### config.mk
export PLATFORM = sky130hd
export DESIGN_NAME = edit_field_scheduler
export DESIGN_NICKNAME = d
export VERILOG_FILES = /design/src/rtl/edit_field_scheduler.sv
export SDC_FILE = /design/constraint.sdc
export NUM_CORES = 1
export LEC_CHECK = 0
export CAP_MARGIN = 20
export CORE_UTILIZATION = 60
export DETAILED_ROUTE_END_ITERATION = 10
export GPL_ROUTABILITY_DRIVEN = 0
export GPL_TIMING_DRIVEN = 0
export PLACE_DENSITY = 0.81
export REMOVE_ABC_BUFFERS = 1
export SLEW_MARGIN = 20
export SYNTH_ARGS = -nofsm -noshare
export SYNTH_HDL_FRONTEND = slang
export SYNTH_SLANG_ARGS = --single-unit
### constraint.sdc
create_clock -name clk -period 3.8 [get_ports clk]
set_clock_uncertainty 0.05 [all_clocks]
set_input_delay 0.38 -clock clk [delete_from_list [all_inputs] [get_ports clk]]
set_output_delay 0.38 -clock clk [all_outputs]
set_load 0.005 [all_outputs]
### src/rtl/edit_field_scheduler.sv
// -----------------------------------------------------------------------------
// edit_field_scheduler
//   Front-panel edit controller for the clock/timer display counters. Toggles
//   edit mode, selects which 2-digit field is editable, and drives single-cycle
//   step pulses with hold-to-auto-repeat and an inactivity timeout.
//
// Ports:
//   clk          system clock
//   reset        asynchronous, active-high reset
//   btn_edit     debounced level; rising edge toggles edit mode
//   btn_left     debounced level; rising edge selects previous field
//   btn_right    debounced level; rising edge selects next field
//   btn_up       debounced level; increment request
//   btn_down     debounced level; decrement request
//   en_count     selected field code (1..NUM_FIELDS), 0 when not editing
//   enUP         one-cycle increment pulse
//   enDOWN       one-cycle decrement pulse
//   edit_active  high while in edit mode
//   blink        display blink enable for the selected field
// -----------------------------------------------------------------------------
module edit_field_scheduler #(
    parameter int NUM_FIELDS     = 9,
    parameter int HOLD_CYCLES    = 50000000,
    parameter int REPEAT_CYCLES  = 12500000,
    parameter int TIMEOUT_CYCLES = 1000000000,
    parameter int BLINK_CYCLES   = 25000000
) (
    input  logic       clk,
    input  logic       reset,
    input  logic       btn_edit,
    input  logic       btn_left,
    input  logic       btn_right,
    input  logic       btn_up,
    input  logic       btn_down,
    output logic [3:0] en_count,
    output logic       enUP,
    output logic       enDOWN,
    output logic       edit_active,
    output logic       blink
);

    localparam int MAX_AB = (HOLD_CYCLES > REPEAT_CYCLES) ? HOLD_CYCLES : REPEAT_CYCLES;
    localparam int MAX_CD = (TIMEOUT_CYCLES > BLINK_CYCLES) ? TIMEOUT_CYCLES : BLINK_CYCLES;
    localparam int MAX_P  = (MAX_AB > MAX_CD) ? MAX_AB : MAX_CD;
    localparam int CW     = (MAX_P > 2) ? $clog2(MAX_P) : 1;

    localparam logic [CW-1:0] CNT_ZERO     = CW'(0);
    localparam logic [CW-1:0] CNT_ONE      = CW'(1);
    localparam logic [CW-1:0] HOLD_LAST    = CW'(HOLD_CYCLES - 1);
    localparam logic [CW-1:0] REPEAT_LAST  = CW'(REPEAT_CYCLES - 1);
    localparam logic [CW-1:0] TIMEOUT_LAST = CW'(TIMEOUT_CYCLES - 1);
    localparam logic [CW-1:0] BLINK_LAST   = CW'(BLINK_CYCLES - 1);
    localparam logic [3:0]    FIELD_MAX    = 4'(NUM_FIELDS);

    typedef enum logic [1:0] {
        ST_IDLE   = 2'd0,
        ST_SELECT = 2'd1,
        ST_PRESS  = 2'd2,
        ST_REPEAT = 2'd3
    } state_t;

    // Next field code with wrap NUM_FIELDS -> 1.
    function automatic logic [3:0] field_inc(input logic [3:0] f);
        if (f >= FIELD_MAX) begin
            return 4'd1;
        end else begin
            return f + 4'd1;
        end
    endfunction

    // Previous field code with wrap 1 -> NUM_FIELDS.
    function automatic logic [3:0] field_dec(input logic [3:0] f);
        if (f <= 4'd1) begin
            return FIELD_MAX;
        end else begin
            return f - 4'd1;
        end
    endfunction

    state_t        state_r, state_s;
    logic [3:0]    field_r, field_s;
    logic          dir_r, dir_s;          // 1 = up, 0 = down
    logic [CW-1:0] cnt_r, cnt_s;          // timeout / hold / repeat, by state
    logic [CW-1:0] bcnt_r, bcnt_s;
    logic          blink_s;
    logic          pulse_s;
    logic [4:0]    prev_r;
    logic [4:0]    btn_s;
    logic [4:0]    rise_s;
    logic          held_s;

    // Button order: {edit, left, right, up, down}.
    assign btn_s  = {btn_edit, btn_left, btn_right, btn_up, btn_down};
    assign rise_s = btn_s & ~prev_r;
    assign held_s = dir_r ? btn_up : btn_down;

    // Next-state, field, direction and shared counter decisions.
    always_comb begin
        state_s = state_r;
        field_s = field_r;
        dir_s   = dir_r;
        cnt_s   = cnt_r;
        pulse_s = 1'b0;
        case (state_r)
            ST_IDLE: begin
                if (rise_s[4]) begin
                    state_s = ST_SELECT;
                    field_s = 4'd1;
                    cnt_s   = CNT_ZERO;
                end else begin
                    cnt_s   = CNT_ZERO;
                end
            end
            ST_SELECT: begin
                if (rise_s[4]) begin
                    state_s = ST_IDLE;
                    cnt_s   = CNT_ZERO;
                end else if (rise_s[1] && !btn_down) begin
                    pulse_s = 1'b1;
                    dir_s   = 1'b1;
                    state_s = ST_PRESS;
                    cnt_s   = CNT_ZERO;
                end else if (rise_s[0] && !btn_up) begin
                    pulse_s = 1'b1;
                    dir_s   = 1'b0;
                    state_s = ST_PRESS;
                    cnt_s   = CNT_ZERO;
                end else if (rise_s[2] && !rise_s[3]) begin
                    field_s = field_inc(field_r);
                    cnt_s   = CNT_ZERO;
                end else if (rise_s[3] && !rise_s[2]) begin
                    field_s = field_dec(field_r);
                    cnt_s   = CNT_ZERO;
                end else if (cnt_r == TIMEOUT_LAST) begin
                    state_s = ST_IDLE;
                    cnt_s   = CNT_ZERO;
                end else begin
                    cnt_s   = cnt_r + CNT_ONE;
                end
            end
            ST_PRESS: begin
                if (!held_s) begin
                    state_s = ST_SELECT;
                    cnt_s   = CNT_ZERO;
                end else if (cnt_r == HOLD_LAST) begin
                    pulse_s = 1'b1;
                    state_s = ST_REPEAT;
                    cnt_s   = CNT_ZERO;
                end else begin
                    cnt_s   = cnt_r + CNT_ONE;
                end
            end
            ST_REPEAT: begin
                if (!held_s) begin
                    state_s = ST_SELECT;
                    cnt_s   = CNT_ZERO;
                end else if (cnt_r == REPEAT_LAST) begin
                    pulse_s = 1'b1;
                    cnt_s   = CNT_ZERO;
                end else begin
                    cnt_s   = cnt_r + CNT_ONE;
                end
            end
            default: begin
                state_s = ST_IDLE;
                cnt_s   = CNT_ZERO;
            end
        endcase
    end

    // Blink phase: cleared in IDLE, restarts high on entry to edit mode.
    always_comb begin
        blink_s = blink;
        bcnt_s  = bcnt_r;
        if (state_s == ST_IDLE) begin
            blink_s = 1'b0;
            bcnt_s  = CNT_ZERO;
        end else if (state_r == ST_IDLE) begin
            blink_s = 1'b1;
            bcnt_s  = CNT_ZERO;
        end else if (bcnt_r == BLINK_LAST) begin
            blink_s = ~blink;
            bcnt_s  = CNT_ZERO;
        end else begin
            bcnt_s  = bcnt_r + CNT_ONE;
        end
    end

    // State, edge-detect and registered outputs.
    always_ff @(posedge clk or posedge reset) begin
        if (reset) begin
            state_r     <= ST_IDLE;
            field_r     <= 4'd1;
            dir_r       <= 1'b0;
            cnt_r       <= CNT_ZERO;
            bcnt_r      <= CNT_ZERO;
            prev_r      <= 5'd0;
            en_count    <= 4'd0;
            enUP        <= 1'b0;
            enDOWN      <= 1'b0;
            edit_active <= 1'b0;
            blink       <= 1'b0;
        end else begin
            state_r     <= state_s;
            field_r     <= field_s;
            dir_r       <= dir_s;
            cnt_r       <= cnt_s;
            bcnt_r      <= bcnt_s;
            prev_r      <= btn_s;
            en_count    <= (state_s == ST_IDLE) ? 4'd0 : field_s;
            enUP        <= pulse_s & dir_s;
            enDOWN      <= pulse_s & ~dir_s;
            edit_active <= (state_s != ST_IDLE);
            blink       <= blink_s;
        end
    end

endmodule

=== Word-level counts from Yosys, hierarchy flattened ===
Cells that the tools add are included.

* Register bits: 80
* Bits of input ports: 7
* Logic and storage cells: 93

* Add/subtract/negate cells: 4
* Magnitude comparators: 2
* Equality and inequality tests: 7
* Mux-type cells: 51
* Bitwise logic cells: 6
* Reduce and logical (&&, ||, !) cells: 12

{| class="wikitable"
|+ Operators with widths
! cell !! count
|-
| $mux 30 || 13
|-
| $pmux 30 s4 || 1
|-
| $add 30x1->30 const B || 2
|-
| $mux 4 || 9
|-
| $eq 30x24->1 const B || 1
|-
| $eq 30x25->1 const B || 1
|-
| $eq 30x26->1 const B || 1
|-
| $eq 30x30->1 const B || 1
|-
| $mux 2 || 10
|-
| $mux 1 || 15
|-
| $pmux 2 s4 || 1
|-
| $pmux 4 s2 || 1
|-
| $and 5x5->5 || 1
|-
| $not 5->5 || 1
|-
| $add 4x1->4 const B || 1
|-
| $eq 2x2->1 const B || 2
|-
| $ge 4x4->1 const B || 1
|-
| $le 4x1->1 const B || 1
|-
| $logic_and 1x1->1 || 4
|-
| $logic_not 1->1 || 4
|-
| $logic_not 2->1 || 2
|-
| $sub 4x1->4 const B || 1
|-
| $pmux 1 s3 || 1
|-
| $reduce_bool 3->1 || 1
|-
| 4 further kinds || 6
|}

=== Depth between registers and ports, before layout ===
* Depth in word-level cells: 12
* Depth in mapped cells: 8

=== Worst setup path after synthesis ===
Ideal clock, no wire load.

* Kind: register to register
* From: reg cnt_r[0]
* To: reg bcnt_r[20]
* Setup time: 0.121 ns
* Data arrival time: 2.293 ns
* Required time: 3.629 ns
* Path slack: 1.336 ns
* Cell stages (with the launch flop): 8
* Path buffers: 1
* Cells stage by stage: dfrtp_1 -> ha_1 -> and4_1 -> nand4_1 -> or4_4 -> a2111oi_4 -> buf_6 -> and4b_1

* Longest elaborated chain between the ends: 10
* Elaborated cells on any way between the ends: 13
* Those cells by class: 2 x eq/ne; 10 x mux; 1 x reduce/logical

{| class="wikitable"
|+ Ends and longest elaborated chain
! what !! RTL line !! source
|-
| from (decl) || 83 || <nowiki>logic [CW-1:0] cnt_r, cnt_s;</nowiki>
|-
| from (signal assigned) || 207 || <nowiki>cnt_r <= cnt_s;</nowiki>
|-
| $eq 30x30->1 || 134 || <nowiki>end else if (cnt_r == TIMEOUT_LAST) begin</nowiki>
|-
| $mux 2 || 134 ||
|-
| $mux 2 || 131 || <nowiki>end else if (rise_s[3] && !rise_s[2]) begin</nowiki>
|-
| $mux 2 || 128 || <nowiki>end else if (rise_s[2] && !rise_s[3]) begin</nowiki>
|-
| $mux 2 || 123 || <nowiki>end else if (rise_s[0] && !btn_up) begin</nowiki>
|-
| $mux 2 || 118 || <nowiki>end else if (rise_s[1] && !btn_down) begin</nowiki>
|-
| $mux 2 || 115 || <nowiki>if (rise_s[4]) begin</nowiki>
|-
| $pmux 2 s4 * || 104 || <nowiki>case (state_r)</nowiki>
|-
| $logic_not 2->1 * || 175 || <nowiki>if (state_s == ST_IDLE) begin</nowiki>
|-
| $mux 30 * || 175 ||
|-
| net bcnt_s[20] || 84 || <nowiki>logic [CW-1:0] bcnt_r, bcnt_s;</nowiki>
|-
| to (signal assigned) || 208 || <nowiki>bcnt_r <= bcnt_s;</nowiki>
|-
| to (decl) || 84 ||
|}

Mark *: on every way through the listed nets, which the timed path passes. The rest lies on a longest branch.
A chain may end at the register's enable or synchronous reset.

=== Worst setup path in the final report ===
* From: reg cnt_r[0]
* To: reg bcnt_r[6]

The elaborated chain is that of the path after synthesis.

==> flow_summary_export.csv <==
group,metric,value,unit
die,coreArea,0.00691,mm^2
clock_tree,cts_hold_buf,0,
yosys,synthTopCellsByCount,"dfrtp_1 (79), xor2_1 (39), a21oi_1 (36), nand2_1 (35), nor3_1 (31)",
setup_path,critical_path_arrival,3140,ps
yosys,netlist.area_leader.share,0.452,
global_route,grt_pass1_vias,3324,
clock_tree,clkLatencyLatePin,370,ps
yosys,synth.area.mux_share,0.00257,
timing,grt_setup_unrepaired,"false",
placed_design,io_buffers,14,
setup_path,timing.rr.start,"cnt_r[0]",
timing,worst_pin_slew,1040,ps
timing,period_needed,2980,ps
timing,timing.fmax,335,MHz
cells_and_area,area.growth.synth_to_final,9.98,%
cells_and_area,drive_gt1_frac,0.0730,
routing,ant_nets,0,
setup_path,ff2ff_setup_slack,820,ps
die,dieArea,0.00764,mm^2
clock_tree,cts_resized,0,
job,cap_violations,0,
yosys,yosysTopAreaCell,"dfrtp_1",
power,p_int,0.00150,W
routing,drt-initial-drc-count,278,
routing,first_pass_iters,4,
yosys,synth_fa_ha_area_frac,0.0143,
yosys,syn_area_per_cell,9.63,um^2
yosys,synth_most_common_cell,"dfrtp_1",
clock_tree,post_cts_buffers,0,
setup_path,cp-start-kind,"flip-flop",
clock_tree,cts-root-buf,"clkbuf_8",
routing,vias,3511,
global_route,grt_pass1_wl,15.6,mm
yosys,synth_top_family_by_area,"simple AND/OR/NAND/NOR gates",
clock_tree,cts_max_path_buffers,2,
yosys,synth_flop_cell,"dfrtp_1",
routing,wirelength,9.01,mm
power,leakage,1.98,nW
clock_tree,cts_buffers,9,
global_route,grt_max_degree,54,
yosys,synth-warning-count,0,
die,ios,15,
yosys,synth-seq-cells,80,
timing,finalMaxSlewViolations,0,
power,power_frac_comb,0.270,
die,num_rows,30,
power,power_switching_share,0.340,
power,power,0.00227,W
cells_and_area,antennaDiodeCount,0,
timing,setup_violations,0,
timing,hold_viol_final,0,
timing,relSlewSlack,0.298,
clock_tree,cts.sinks,80,
yosys,syn-cell-area,0.00437,mm^2
cells_and_area,nNetsFinal,473,
setup_path,worstSetupPathType,"reg2reg",
yosys,synth_edf_count,0,
routing,wl_per_cell,16.0,um
yosys,synthTopCellsByArea,"dfrtp_1 (45%), xor2_1 (7.8%), a21oi_1 (4.1%)",
setup_path,ff2ff_path_depth,9,
power,seqPwrFrac,0.450,
power,clock_power_share,0.280,
clock_tree,clkTransAtPathRegs,90,ps
routing,vias_per_cell,6.25,
placed_design,place_hpwl,5.92,mm
yosys,synthSimpleGateAreaFrac,0.278,
global_route,grt_use_total,0.265,
timing,min_period_over_period,0.785,
status,outcome,"finished, final reports clean",
setup_path,crit_path_end_kind,"flip-flop",
setup_path,crit_required,3960,ps
setup_path,reg2reg_to,"bcnt_r[6]",
yosys,synthArstFlopShare,1.00,
die,die_w,87.4,um
die,die_h,87.4,um
clock_tree,htree_levels,3,
power,p_sw,0.000773,W
yosys,synth_cell_type_count,51,
yosys,synth_compound_area_frac,0.0955,
routing,drc,0,
global_route,overflow,0,
timing,setup_tns,0,ps
power,ir_worst_vdd,0.240,mV
yosys,synth_xor_area_frac,0.118,
yosys,synth-seq-area-share,0.458,
power,power_density,473,mW/mm^2
clock_tree,cts_tree,"done",
yosys,syn_inst,454,
cells_and_area,nFillCells,531,
die,initial_core_util,0.633,
min_path,hp-class,"in2async",
global_route,antenna_found_initial,0,
setup_path,cp_max_fo,13,
[per-stage QoR]
step                hold WS, ps  setup WS, ps  instances  area, um^2  utilization
finish                      290           818        562        4810        0.697
global route                326           627        562        4810        0.697
CTS                         312           439        562        4800        0.695
detailed placement          434           104        546        4600        0.666
global placement            421           109        542        4540        0.657
floorplan                   361           826        432        4280            -
[power groups by stage]
stage               sequential [W]  clock, W  combinational, W
detailed placement         0.00104         0          0.000604
floorplan                  0.00102         0          0.000391
finish                     0.00102  0.000637          0.000613
global placement           0.00103         0          0.000550
CTS                        0.00102  0.000638          0.000612
global route               0.00103  0.000682          0.000689
[final cells by class]
type | instances | area [um^2] | share of cell area
clock inverters | 6 | 58.8 | 0.0122
flip-flops and latches | 80 | 2000 | 0.416
repair buffers | 18 | 198 | 0.0411
clock buffers | 10 | 138 | 0.0286
multi-input cells | 338 | 2240 | 0.465
inverters | 14 | 55.1 | 0.0114
well taps | 96 | 120 | 0.0250
[metal layers]
metal | vias up | wire [um] | part of all wire | GRT usage
met4 | 0 | 155 | 0.017 | 0.0984
met1 | 1698 | 4060 | 0.45 | 0.364
li1 | 1677 | - | - | -
met2 | 119 | 4250 | 0.47 | 0.420
met5 | - | 0 | 0 | 0
met3 | 17 | 548 | 0.061 | 0.0493
[critical path, cell delays in order (launching register included)]
cell and delay, ps:
dfrtp_1 400, ha_1 250, and4_1 330, nand4_1 120
or4_4 550, a2111oi_4 500, buf_4 270, buf_6 160
buf_6 140, nor3_1 60
[logic make-up (layout without fill, tap and decap cells)]
group	Yosys count	after routing
AOI/OAI and AO/OA	67	67
muxes	1	1
xor gates and xnor gates	59	59
and+or+nand+nor	206	206
buffers and inverters	36	48
adders and majority gates	5	5
DFF	80	80
[registers in the layout (all words and copies together), names as in the netlist]
register,flops
blink,1
field_r,4
prev_r,5
enUP,1
en_count,4
enDOWN,1
edit_active,1
state_r,2
dir_r,1
bcnt_r,30
cnt_r,30
[placed cells by master (no fill, tap or decap), types with 3 or more instances in the layout]
master and n:
a21oi_1 36, nand2_1 35, nor4_1 9, xnor2_1 20
inv_1 13, a21o_1 3, clkdlybuf4s50_1 14, and4b_1 12
and4_1 11, nor4b_1 5, nor2_1 16, nor2b_1 4
ha_1 5, o21ai_0 10, clkinv_2 4, nand3_1 27
and3_1 5, xor2_1 39, nand4_1 22, dfrtp_1 79
or4_1 6, nor3_1 31, nand2b_1 3, nor4_2 3
clkbuf_8 10
[how the worst max path moves through the flow]
stage	slack, ps	start	end
2_1_floorplan	830	cnt_r[0]	bcnt_r[19]
3_3_place_gp	110	reset	cnt_r[26]
3_5_place_dp	100	btn_up	cnt_r[1]
4_1_cts	440	btn_up	cnt_r[1]
5_1_grt	630	cnt_r[0]	bcnt_r[10]
6_report	820	cnt_r[0]	bcnt_r[6]
No activity file was read; power rests on OpenSTA's default activity.
